**src/rtl/genius_game_ctrl.sv**
```systemverilog
// rtl/genius_game_ctrl.sv - memory-game sequencer: grows, shows and checks a colour sequence
//
// Ports:
//   clk, rst_n                      clock and synchronous active-low reset
//   start_i, difficulty_i           start/restart request, max length select (4/8/16/32)
//   lfsr_i                          free-running random value, low bits become the new colour
//   player_valid_i, player_color_i  one-cycle button strobe and pressed colour
//   mem_we_o, mem_addr_o, mem_wdata_o, mem_rdata_i   external sequence memory (async read)
//   show_valid_o, show_color_o      display LED enable and colour
//   state_o, level_o, victory_o, defeat_o            status
module genius_game_ctrl #(
    parameter int ADDR_WIDTH     = 5,
    parameter int DATA_WIDTH     = 2,
    parameter int LFSR_WIDTH     = 16,
    parameter int SHOW_CYCLES    = 8,
    parameter int GAP_CYCLES     = 2,
    parameter int TIMEOUT_CYCLES = 1024
) (
    input  logic                  clk,
    input  logic                  rst_n,
    input  logic                  start_i,
    input  logic [1:0]            difficulty_i,
    input  logic [LFSR_WIDTH-1:0] lfsr_i,
    input  logic                  player_valid_i,
    input  logic [DATA_WIDTH-1:0] player_color_i,
    output logic                  mem_we_o,
    output logic [ADDR_WIDTH-1:0] mem_addr_o,
    output logic [DATA_WIDTH-1:0] mem_wdata_o,
    input  logic [DATA_WIDTH-1:0] mem_rdata_i,
    output logic                  show_valid_o,
    output logic [DATA_WIDTH-1:0] show_color_o,
    output logic [7:0]            state_o,
    output logic [5:0]            level_o,
    output logic                  victory_o,
    output logic                  defeat_o
);

    typedef enum logic [7:0] {
        IDLE                   = 8'd0,
        GET_NEXT_SEQUENCE_ITEM = 8'd1,
        SHOW_SEQUENCE          = 8'd2,
        GET_PLAYER_INPUT       = 8'd3,
        COMPARISON             = 8'd4,
        DEFEAT                 = 8'd5,
        EVALUATE               = 8'd6,
        VICTORY                = 8'd7
    } state_t;

    // phase runs 0..SHOW+GAP-1 per displayed colour; LED is lit for the low SHOW_CYCLES values
    localparam logic [8:0]  SHOW_END     = 9'(SHOW_CYCLES);
    localparam logic [8:0]  PHASE_LAST   = 9'(SHOW_CYCLES + GAP_CYCLES - 1);
    localparam logic [15:0] TIMEOUT_LAST = 16'(TIMEOUT_CYCLES - 1);

    state_t                state;
    logic [5:0]            level;
    logic [5:0]            max_len;
    logic [ADDR_WIDTH-1:0] idx;
    logic [8:0]            phase;
    logic [15:0]           timer;
    logic [DATA_WIDTH-1:0] pressed;
    logic                  last_idx;
    logic                  lfsr_unused;

    function automatic logic [5:0] len_of(input logic [1:0] sel);
        case (sel)
            2'b00:   return 6'd4;
            2'b01:   return 6'd8;
            2'b10:   return 6'd16;
            default: return 6'd32;
        endcase
    endfunction

    assign last_idx    = (6'(idx) == level - 6'd1);
    assign lfsr_unused = ^lfsr_i;

    always_ff @(posedge clk) begin
        if (!rst_n) begin
            state   <= IDLE;
            level   <= 6'd0;
            max_len <= 6'd4;
            idx     <= '0;
            phase   <= 9'd0;
            timer   <= 16'd0;
            pressed <= '0;
        end else begin
            case (state)
                IDLE, VICTORY, DEFEAT: begin
                    if (start_i) begin
                        max_len <= len_of(difficulty_i);
                        level   <= 6'd0;
                        state   <= GET_NEXT_SEQUENCE_ITEM;
                    end
                end
                GET_NEXT_SEQUENCE_ITEM: begin
                    level <= level + 6'd1;
                    idx   <= '0;
                    phase <= 9'd0;
                    state <= SHOW_SEQUENCE;
                end
                SHOW_SEQUENCE: begin
                    if (phase == PHASE_LAST) begin
                        phase <= 9'd0;
                        if (last_idx) begin
                            idx   <= '0;
                            timer <= 16'd0;
                            state <= GET_PLAYER_INPUT;
                        end else begin
                            idx <= idx + 1'b1;
                        end
                    end else begin
                        phase <= phase + 9'd1;
                    end
                end
                GET_PLAYER_INPUT: begin
                    // a press wins over a timeout landing in the same cycle
                    if (player_valid_i) begin
                        pressed <= player_color_i;
                        state   <= COMPARISON;
                    end else if (timer == TIMEOUT_LAST) begin
                        state <= DEFEAT;
                    end else begin
                        timer <= timer + 16'd1;
                    end
                end
                COMPARISON: begin
                    if (pressed != mem_rdata_i) begin
                        state <= DEFEAT;
                    end else if (last_idx) begin
                        state <= EVALUATE;
                    end else begin
                        idx   <= idx + 1'b1;
                        timer <= 16'd0;
                        state <= GET_PLAYER_INPUT;
                    end
                end
                EVALUATE: begin
                    state <= (level == max_len) ? VICTORY : GET_NEXT_SEQUENCE_ITEM;
                end
                default: state <= IDLE;
            endcase
        end
    end

    always_comb begin
        mem_addr_o = '0;
        case (state)
            GET_NEXT_SEQUENCE_ITEM:                       mem_addr_o = ADDR_WIDTH'(level);
            SHOW_SEQUENCE, GET_PLAYER_INPUT, COMPARISON:  mem_addr_o = idx;
            default:                                      mem_addr_o = '0;
        endcase
    end

    assign mem_we_o     = (state == GET_NEXT_SEQUENCE_ITEM);
    assign mem_wdata_o  = mem_we_o ? lfsr_i[DATA_WIDTH-1:0] : '0;
    assign show_valid_o = (state == SHOW_SEQUENCE) && (phase < SHOW_END);
    assign show_color_o = show_valid_o ? mem_rdata_i : '0;
    assign state_o      = state;
    assign level_o      = level;
    assign victory_o    = (state == VICTORY);
    assign defeat_o     = (state == DEFEAT);

endmodule
```
**config.mk**
```make
export PLATFORM = sky130hd
export DESIGN_NAME = genius_game_ctrl
export DESIGN_NICKNAME = d
export VERILOG_FILES = /design/src/rtl/genius_game_ctrl.sv
export SDC_FILE = /design/constraint.sdc
export NUM_CORES = 1
export LEC_CHECK = 0
export ABC_AREA = 1
export BUFFER_PORTS_ARGS = -buffer_cell sky130_fd_sc_hd__buf_4
export CORE_ASPECT_RATIO = 0.7
export CORE_UTILIZATION = 35
export CTS_BUF_LIST = sky130_fd_sc_hd__clkbuf_4
export CTS_CLUSTER_DIAMETER = 200
export DETAILED_ROUTE_END_ITERATION = 10
export GPL_ROUTABILITY_DRIVEN = 0
export PLACE_DENSITY = 0.64
export SYNTH_ARGS = -nofsm -noshare
export SYNTH_HDL_FRONTEND = slang
export SYNTH_SLANG_ARGS = --single-unit
```
**constraint.sdc**
```tcl
create_clock -name clk -period 2.38 [get_ports clk]
set_clock_uncertainty 0.05 [all_clocks]
set_input_delay 0.119 -clock clk [delete_from_list [all_inputs] [get_ports clk]]
set_output_delay 0.119 -clock clk [all_outputs]
set_load 0.02 [all_outputs]
```
==> tab_implementation.tex <==
\begin{tabular}{lr}
\hline
Metric & Value \\
\hline
\multicolumn{2}{l}{\textbf{Setup path}} \\
\quad Worst EP arrival & between 2 and 2.5 ns \\
\quad Required time of the worst setup path & between 2 and 3 ns \\
\quad Type of destination of the critical path & flop \\
\quad Crit path kind & flop to flop \\
\quad FF-to-FF Start & state\_o[1] \\
\quad Launching instance or port of the critical path & state\_o[1] \\
\quad Type of origin of the critical path & flop \\
\quad Worst-path maximum fanout & 8 \\
\multicolumn{2}{l}{\textbf{Power}} \\
\quad Worst IR drop on VDD & $\sim$0.30 mV \\
\quad Share of total power consumed by net switching & 0.4724 \\
\quad Part of the power in the clock network & 0.133 \\
\quad Power per standard cell area & approximately 760 mW/mm\^{}2 \\
\quad Net load switching power & between 0.001 and 0.0015 W \\
\quad Logic pwr share & 0.532 \\
\quad Flop pwr share & 0.335 \\
\quad Leakage power total & around 1.4 nW \\
\quad Internal power & between 0.001 and 0.0015 W \\
\multicolumn{2}{l}{\textbf{STA}} \\
\quad Hold Violations, Final & 0 \\
\quad Fin worst setup slack & around 0.15 ns \\
\quad Fin crit period & approximately 2.2 ns \\
\quad Final Max Tran Viols & 0 \\
\quad Final worst path period share & 0.9351 \\
\quad Maximum clock frequency & 449.3 MHz \\
\quad Number of setup violations in the final report & 0 \\
\multicolumn{2}{l}{\textbf{GRT}} \\
\quad Global-route wire length before repair & 13.48 mm \\
\quad GRT Total Usage & 0.1823 \\
\quad Via count of the first global-routing pass & $\sim$2900 \\
\quad Maximum number of pins on one net before global-route repair & 25 \\
\quad Number of antenna violations at the first check in global routing & 0 \\
\quad Global-route congestion overflow total & 0 \\
\multicolumn{2}{l}{\textbf{Floorplanning}} \\
\quad Area enclosed by the die boundary & 0.009292 mm\^{}2 \\
\quad Initial core utilization & 0.3646 \\
\quad Top-level port count & 53 \\
\quad Width of the chip & 114.8 um \\
\quad \# rows & 28 \\
\quad Height of the chip & between 80 and 90 um \\
\quad Core Footprint & between 0.008 and 0.009 mm\^{}2 \\
\multicolumn{2}{l}{\textbf{Finish}} \\
\quad Register cell area after layout & about 900 um\^{}2 \\
\quad Final \#Nets & about 550 \\
\quad Total area of multi-input combinational cells & a little under 0.002 mm\^{}2 \\
\quad Area Growth Syn to Fin & 17.26\% \\
\quad Post-layout utilization of the core & 0.4275 \\
\quad Share of final-layout standard cells stronger than drive strength 1 & 0.1673 \\
\quad Layout fillers & $\sim$940 \\
\quad Total inserted antenna cells & 0 \\
\multicolumn{2}{l}{\textbf{Clock network}} \\
\quad TritonCTS sink count & 45 \\
\quad Cts bufs inserted & 5 \\
\quad Number of post-CTS setup repair buffers & 0 \\
\quad Register clock-pin slew on the reported worst setup and hold paths & 0.14 ns \\
\quad Root Buffer Master & clkbuf\_4 \\
\quad TritonCTS clock tree & done \\
\quad Clock latency on the worst-skew pair & around 0.37 ns \\
\quad Maximum clock insertion buffer count & 2 \\
\quad Htree depth & 2 \\
\multicolumn{2}{l}{\textbf{Detailed routing}} \\
\quad Antenna Violating Nets Remaining & 0 \\
\quad DRC Markers & 0 \\
\quad Avg Vias per Cell & about 5 \\
\quad Average wire per cell in the routed design & around 13 um \\
\quad Aggregate routed wire length & around 8 mm \\
\quad DRT iter0 DRCs & approximately 170 \\
\quad Via count & around 3100 \\
\quad Iteration count of the initial detailed-routing pass & 5 \\
\multicolumn{2}{l}{\textbf{Job}} \\
\quad Maxcap violations & 0 \\
\multicolumn{2}{l}{\textbf{Synthesis}} \\
\quad Syn avg cell area & 6.562 um\^{}2 \\
\quad Most repeated cell in the gate-level netlist after synthesis & nand2\_1 \\
\quad Ys async rst share & 0 \\
\quad Post-synthesis cell type count & 46 \\
\quad Top cell type by total area after synthesis & dfxtp\_1 \\
\quad Number of warnings issued by yosys & 0 \\
\quad Post-synth top area share & 0.2890 \\
\quad Netlist area before placement & $\sim$0.0031 mm\^{}2 \\
\quad Post-synthesis sequential element count & 45 \\
\quad Leading post-synthesis cells by instance count & nand2\_1 (125), nor2\_1 (61), dfxtp\_1 (45) \\
\quad Main area contributors after synthesis & dfxtp\_1 (29\%), nand2\_1 (15\%), nor2\_1 (7.3\%) \\
\quad Most used flip-flop cell after synthesis & dfxtp\_1 \\
\quad Post-synthesis sequential area ratio & 0.2890 \\
\quad Synthesized instance count & 475 \\
\quad Number of enable flip-flop cells after synthesis & 0 \\
\multicolumn{2}{l}{\textbf{Placement}} \\
\quad Pre-CTS setup slack & between 0.2 and 0.25 ns \\
\quad Count of buffers from port buffering & 33 \\
\quad HPWL after detailed placement & 5.871 mm \\
\multicolumn{2}{l}{\textbf{Outcome}} \\
\quad Outcome & finished clean \\
\multicolumn{2}{l}{\textbf{Hold path}} \\
\quad Worst Hold Launch & player\_valid\_i \\
\quad Type of the worst min-delay path & input pin to flop \\
\hline
\end{tabular}
[registers in the layout, indices dropped and copies added, names as in the netlist]
name     flops
idx          5
max_len      4
level_o      6
pressed      2
timer       16
phase        9
state_o      3
[layer usage]
metal / GRT usage / wire length, um
met1: 0.2670 / 4239
met2: 0.2721 / 3270
met3: 0.03657 / 403
met4: 0.04156 / 93
met5: 0 / 0
[through the flow]
stage,total power [W],cell area (um^2),hold slack (ns),setup TNS [ns],instances
2_1_floorplan,0.001969,3132,0.1725,0,479
3_3_place_gp,0.002318,3501,0.2835,0,624
3_5_place_dp,0.002337,3501,0.2911,0,624
4_1_cts,0.002720,3621,0.1071,0,639
5_1_grt,0.003007,3655,0.1342,-0.0008831,640
6_report,0.002761,3655,0.1265,0,640
[final timing paths]
| kind | slack, ns | depth (start not counted) | end |
|---|---|---|---|
| worst max-delay path | 0.15 | 10 | timer[10] |
| worst min register to register | 0.44 | 2 | pressed[0] |
| worst max register to register | 0.15 | 10 | timer[10] |
| worst min-delay path | 0.13 | 3 | pressed[0] |
[cells in the final DEF (no fill, tap or decap), drive strengths merged, types with 4 or more instances in the layout]
cell type      n
a211oi         7
a21oi         36
buf           40
clkbuf         5
clkinv         5
conb           5
dfxtp         45
dlygate4sd3    7
ha             7
inv           54
nand2        130
nand3         32
nand4          7
nor2          68
nor3          17
o21ai         18
o22ai          6
xnor2          4
xor2          12
[layout make-up]
class | instances | area share
clock inverters | 3 | 0.003423
multi-input cells | 364 | 0.5337
clock buffers | 5 | 0.01027
inverters | 56 | 0.05991
well taps | 120 | 0.04108
repair buffers | 47 | 0.1048
flip-flops and latches | 45 | 0.2468
[cells by family after synthesis]
kind of cell             synth area share
buffers and inverters              0.1004
XOR/XNOR                          0.04496
AO/OA/AOI/OAI                      0.1349
flip-flops                         0.2890
adder cells (fa/ha/maj)           0.02810
AND/OR/NAND/NOR                    0.4014
other                            0.001203
[power groups by stage]
| stage | clock (W) | sequential (W) | combinational (W) |
|---|---|---|---|
| finish | 0.000367 | 0.000926 | 0.00147 |
| global route | 0.000433 | 0.000940 | 0.00163 |
| CTS | 0.000381 | 0.000924 | 0.00141 |
| detailed placement | 0 | 0.000940 | 0.00140 |
| global placement | 0 | 0.000939 | 0.00138 |
| floorplan | 0 | 0.000934 | 0.00103 |
[worst max-delay path, stage by stage (launching register included)]
cell     delay, ns
dfxtp_1       0.52
nor2_1        0.12
nand2_2       0.08
buf_4         0.15
inv_1         0.09
nand2_1       0.19
nand2_1       0.08
nor2_1        0.33
nand4_2       0.32
nand2_1       0.14
a21oi_1       0.07
[timing repair]
action                                 CTS  global route
hold buffers                             7             0
resized for setup                        0             4
endpoints found under the hold margin    6             0
setup endpoints to repair                0             2
No activity file was read; power rests on OpenSTA's default activity.
